==> config.mk <==
export PLATFORM = sky130hd
export DESIGN_NAME = ram_sync_clr
export DESIGN_NICKNAME = d
export VERILOG_FILES = /design/src/rtl/ram_sync_clr_pkg.sv /design/src/rtl/ram_clr_seq.sv /design/src/rtl/ram_sync_clr.sv
export SDC_FILE = /design/constraint.sdc
export NUM_CORES = 1
export LEC_CHECK = 0
export ABC_AREA = 0
export CORE_MARGIN = 2
export CORE_UTILIZATION = 45
export CTS_CLUSTER_DIAMETER = 50
export DETAILED_ROUTE_END_ITERATION = 12
export SETUP_SLACK_MARGIN = 0.3
export SLEW_MARGIN = 20
export SYNTH_ARGS = -nofsm -noshare
export SYNTH_HDL_FRONTEND = slang
export SYNTH_SLANG_ARGS = --single-unit
==> constraint.sdc <==
create_clock -name Clock -period 2.2 [get_ports Clock]
set_input_delay 0.44 -clock Clock [delete_from_list [all_inputs] [get_ports Clock]]
set_output_delay 0.44 -clock Clock [all_outputs]
set_load 0.02 [all_outputs]
==> src/rtl/ram_sync_clr_pkg.sv <==
// Shared types and helpers for the clearable synchronous RAM.
package ram_pkg;

    // Sequencer states: CLEAR fills the array, IDLE serves reads and writes.
    typedef enum logic [0:0] {
        CLEAR = 1'b0,
        IDLE  = 1'b1
    } state_e;

    // Read-during-write behaviour selectors.
    localparam int RDW_OLD = 0;
    localparam int RDW_NEW = 1;

    // True when the clear pointer sits on the last word of the array.
    function automatic logic clr_done(input int unsigned clr_addr, input int unsigned depth);
        return clr_addr == depth - 1;
    endfunction

endpackage

==> src/rtl/ram_clr_seq.sv <==
// Clear sequencer: owns the CLEAR/IDLE FSM and the clear pointer, and muxes
// the array write port between the sequencer and the user.
module ram_clr_seq
    import ram_pkg::*;
#(
    parameter int                DATA_W    = 4,
    parameter int                ADDR_W    = 5,
    parameter int                DEPTH     = 32,
    parameter logic [DATA_W-1:0] CLEAR_VAL = '0
) (
    input  logic              i_clk,
    input  logic              i_rst_n,
    input  logic              i_clear,
    input  logic              i_write,
    input  logic              i_read,
    input  logic [ADDR_W-1:0] i_addr,
    input  logic [DATA_W-1:0] i_wdata,
    output logic              o_busy,
    output logic [ADDR_W-1:0] o_clr_addr,
    output logic              o_we,
    output logic [ADDR_W-1:0] o_waddr,
    output logic [DATA_W-1:0] o_wdata,
    output logic              o_rd_en,
    output logic              o_rd_oob
);

    state_e            r_state;
    logic [ADDR_W-1:0] r_clr_addr;
    logic              w_busy;
    logic              w_in_range;
    logic              w_done;

    assign w_busy     = (r_state == CLEAR);
    assign w_in_range = (32'(i_addr) < DEPTH);
    assign w_done     = clr_done(32'(r_clr_addr), DEPTH);

    // FSM and clear pointer; Clear restarts the fill from word 0 in either state.
    always_ff @(posedge i_clk or negedge i_rst_n) begin
        if (!i_rst_n) begin
            r_state    <= CLEAR;
            r_clr_addr <= '0;
        end else if (i_clear) begin
            r_state    <= CLEAR;
            r_clr_addr <= '0;
        end else if (r_state == CLEAR) begin
            if (w_done) begin
                r_state    <= IDLE;
                r_clr_addr <= '0;
            end else begin
                r_clr_addr <= r_clr_addr + ADDR_W'(1);
            end
        end
    end

    // Write-port mux: the sequencer owns the port while busy; user writes
    // are dropped when Clear is raised or the address is beyond DEPTH.
    always_comb begin
        o_we    = 1'b0;
        o_waddr = i_addr;
        o_wdata = i_wdata;
        if (w_busy) begin
            o_we    = 1'b1;
            o_waddr = r_clr_addr;
            o_wdata = CLEAR_VAL;
        end else begin
            o_we = i_write && !i_clear && w_in_range;
        end
    end

    assign o_rd_en    = !w_busy && !i_clear && i_read;
    assign o_rd_oob   = !w_in_range;
    assign o_busy     = w_busy;
    assign o_clr_addr = r_clr_addr;

endmodule

==> src/rtl/ram_sync_clr.sv <==
// Single-port synchronous RAM with registered read, valid strobe,
// selectable read-during-write and a hardware clear sequencer.
module ram_sync_clr
    import ram_pkg::*;
#(
    parameter int                DATA_W    = 4,
    parameter int                ADDR_W    = 5,
    parameter int                DEPTH     = 32,
    parameter int                RDW_MODE  = RDW_OLD,
    parameter logic [DATA_W-1:0] CLEAR_VAL = '0
) (
    input  logic              Clock,
    input  logic              Resetn,
    input  logic              Write,
    input  logic              Read,
    input  logic [ADDR_W-1:0] Address,
    input  logic [DATA_W-1:0] DataIn,
    input  logic              Clear,
    output logic [DATA_W-1:0] DataOut,
    output logic              Valid,
    output logic              Busy,
    output logic [ADDR_W-1:0] ClrAddr
);

    logic [DATA_W-1:0] r_mem [DEPTH];
    logic [DATA_W-1:0] r_dout;
    logic              r_valid;

    logic              w_we;
    logic [ADDR_W-1:0] w_waddr;
    logic [DATA_W-1:0] w_wdata;
    logic              w_rd_en;
    logic              w_rd_oob;

    ram_clr_seq #(
        .DATA_W    (DATA_W),
        .ADDR_W    (ADDR_W),
        .DEPTH     (DEPTH),
        .CLEAR_VAL (CLEAR_VAL)
    ) u_seq (
        .i_clk      (Clock),
        .i_rst_n    (Resetn),
        .i_clear    (Clear),
        .i_write    (Write),
        .i_read     (Read),
        .i_addr     (Address),
        .i_wdata    (DataIn),
        .o_busy     (Busy),
        .o_clr_addr (ClrAddr),
        .o_we       (w_we),
        .o_waddr    (w_waddr),
        .o_wdata    (w_wdata),
        .o_rd_en    (w_rd_en),
        .o_rd_oob   (w_rd_oob)
    );

    // Array write; contents are initialised by the clear sequencer, not by reset.
    always_ff @(posedge Clock) begin
        if (w_we) begin
            r_mem[w_waddr] <= w_wdata;
        end
    end

    // Registered read: out-of-range reads return CLEAR_VAL. A same-cycle user
    // write always targets Address, so write-first just forwards the write data.
    always_ff @(posedge Clock or negedge Resetn) begin
        if (!Resetn) begin
            r_dout  <= '0;
            r_valid <= 1'b0;
        end else begin
            r_valid <= w_rd_en;
            if (w_rd_en) begin
                if (w_rd_oob) begin
                    r_dout <= CLEAR_VAL;
                end else if (RDW_MODE == RDW_NEW && w_we) begin
                    r_dout <= w_wdata;
                end else begin
                    r_dout <= r_mem[Address];
                end
            end
        end
    end

    assign DataOut = r_dout;
    assign Valid   = r_valid;

endmodule

==> out/qor.yml, run 1 <==
final_layout:
  layout.nets: 477
  nFillCells: 1014
  regArea_sq_um: 4120
  diodes: 0
  final_cells: 646
  finish.instance_area_sq_um: 7390
  mostFrequentLayoutCell: "edfxtp_1"
  drive_above_1_share: 0.268
  final_cell_mix: "edfxtp_1 (128), mux2i_1 (69), buf_4 (54), nor2_1 (31)"
  multiInputGateArea_sq_um: 1620
  area_growth_pct: 27.3
  post-route-util: 0.585
sta:
  setup_slack_ns: 0.315
  finalHoldViolations: 0
  slew_headroom: 0.603
  max_slew.worst_pin.slew_ns: 0.594
  hold_slack_ns: 0.403
  maxSlewViolCount: 0
  worst_clock_skew_ns: 0.00655
  fmax_mhz: 530
  fin_crit_sh: 0.857
  setup_viol_count_final: 0
  rsz0062_at_grt: "yes"
  fin_setup_tns_ns: 0
  fin_crit_ns: 1.89
logic_synthesis:
  synth_top_area_cell: "edfxtp_1"
  synthCells: 371
  yosysTopAreaCellShare: 0.662
  yosysUniqueCellTypes: 34
  synth_ff_type: "edfxtp_1"
  syn_nets: 387
  avgSynthCellArea_sq_um: 15.6
  synth_area_leaders: "edfxtp_1 (66%), mux2i_1 (12%), dfrtp_1 (4.7%)"
  synth-seq-cells: 139
  ys_seq_area_frac: 0.710
  netlist_area_sq_um: 5800
  yosys_warnings: 0
  async_flop_share: 0.0791
  synth_edf_count: 128
critical_path:
  startpoint_type: "flop"
  end_kind: "primary output"
  slowest_delay_ns: 0.63
  crit_required_ns: 1.76
  cp_top_family: "buffers and inverters"
  timing.rr.start: "u_seq.r_state"
  crit_chain: "clkdlybuf4s50_1"
  critPathSlowestCell: "clkdlybuf4s50_1"
  rrSetupSlack_ns: 0.32
  critPathMaxFanout: 2
  cp_num_buf_inv: 1
  cp.depth: 1
  critical_path_class: "reg -> out"
  critPathArrivalTime_ns: 1.45
  r2r_end: "r_mem[8][2]"
  reg2reg_depth: 7
route:
  drt_first_pass_iters: 4
  routedWlPerCell_um: 19.7
  num_vias: 3445
  drtAntennaViolNets: 0
  drc: 0
  drt_iter0_drc: 176
  vias_per_cell: 5.33
  wl_um: 12700
grt:
  antenna_found_initial: 0
  grt-ovfl-total: 0
  grt_pass1_vias: 3514
  grt_max_degree: 36
  grt_pass1_wl_um: 19800
  track_usage: 0.193
place:
  dp_hpwl_um: 8680
  place_ws_ns: -0.198
  io_buffers: 24
  place_inst: 611
  placed_area_sq_um: 6660
  globalplace.congestion: 0.789
clock_network:
  clockBufferDepth: 2
  clock_latency_ns: 0.41
  cts_root_buffer: "clkbuf_16"
  numCtsBuffers: 17
  cts_tree: "built"
  h-tree-depth: 4
  cts.clk_slew.worst_paths_ns: 0.06
  cts_num_sinks: 139
power:
  p_sw_frac: 0.212
  sequentialPowerShare: 0.468
  combPwrFrac: 0.066
  vdd.ir_drop.worst_mv: 0.524
  p_switching_mw: 1.32
  internal_power_mw: 4.89
  total_power_mw: 6.21
  p_per_area_nw_per_um2: 841
  p_leak_nw: 2.85
  pwr-share-clk: 0.466
floorplan:
  die_x_um: 118
  dieArea_sq_um: 13800
  ios: 25
  die_y_um: 118
  rows: 41
  start_util: 0.460
  coreArea_sq_um: 12600
run:
  max_cap_viol_count: 0
hold_path:
  hold_class: "in -> async"
run_status:
  status: "complete, no violations"
[what timing repair did]
| action | in CTS | in global routing |
|---|---|---|
| gates resized for setup | 9 | 30 |
| pin swaps | 0 | 1 |
| gates cloned | 0 | 0 |
| hold buffers | 0 | 0 |
| endpoints found under the setup margin | 55 | 89 |
| buffers inserted | 0 | 3 |
[per-layer routing]
| metal | track usage | part of all wire | routed length, um |
|---|---|---|---|
| met5 | 0 | 0 | 0 |
| met4 | 0.0730 | 0.016 | 206 |
| met3 | 0.0402 | 0.052 | 668 |
| met2 | 0.311 | 0.49 | 6300 |
| met1 | 0.258 | 0.44 | 5570 |
[registers in the layout (all words and copies together) (netlist names)]
register,flops
u_seq.o_clr_addr,5
Valid,1
u_seq.r_state,1
r_mem,128
DataOut,4
[layout make-up]
cell class | count | area share
inverter | 4 | 0.00203
timing repair buffer | 89 | 0.110
sequential | 139 | 0.557
clock buffer | 19 | 0.0599
multi-input combinational | 210 | 0.219
clock inverter | 13 | 0.0229
tap | 172 | 0.0291
[worst register-to-register path: stages, from the launching register on]
cell and delay, ns:
dfrtp_1 0.38, inv_2 0.08, or4b_4 0.53, o21ai_4 0.09, nand2_2 0.10, buf_6 0.16, nor2_2 0.13, buf_6 0.13
[kinds of logic after synthesis]
group,count (synthesis),share of synthesized area
DFF,139,0.710
adders and majority gates,2,0.00431
and+or+nand+nor,79,0.0588
AOI/OAI and AO/OA,57,0.0783
muxes,72,0.125
buffers and inverters,22,0.0244
[worst max path at each step]
stage / from / end / slack, ns
detailed placement: Address[1] / DataOut[1] / -0.20
global route: u_seq.r_state / r_mem[4][3] / 0.28
global placement: Address[1] / r_mem[8][1] / -0.18
floorplan: Clear / r_mem[0][0] / 0.27
finish: DataOut[0] / DataOut[0] / 0.31
CTS: u_seq.r_state / r_mem[8][2] / 0.30
[power by group through the flow]
stage               sequential (mW)  clock (mW)  combinational [mW]
floorplan                      2.97           0               0.207
global placement               2.96           0               0.387
detailed placement             2.96           0               0.389
CTS                            2.91        2.92               0.387
global route                   2.91        3.04               0.441
finish                         2.91        2.89               0.410
[Yosys cell counts, types with 3 or more instances]
library cell and n:
inv_1 3, mux2i_1 70, a22oi_1 16, nor2_1 44
a21oi_1 11, nand2_1 19, o22ai_1 6, a221oi_1 6
buf_6 4, clkbuf_1 7, o41ai_2 4, buf_4 3
o21ai_1 3, a22o_1 8, edfxtp_1 128, dfrtp_1 11
and2_1 5
Note: power is estimated with default switching activity, not from simulation.
==> inputs of run 2 (changes only) <==
--- a/config.mk
+++ b/config.mk
@@ -9,9 +9,9 @@
 export CORE_MARGIN = 2
 export CORE_UTILIZATION = 45
 export CTS_CLUSTER_DIAMETER = 50
+export CTS_CLUSTER_SIZE = 8
 export DETAILED_ROUTE_END_ITERATION = 12
 export SETUP_SLACK_MARGIN = 0.3
-export SLEW_MARGIN = 20
 export SYNTH_ARGS = -nofsm -noshare
 export SYNTH_HDL_FRONTEND = slang
 export SYNTH_SLANG_ARGS = --single-unit
==> results of run 2 <==
No change in the layout: final DEF, timing and power equal those of run 1.
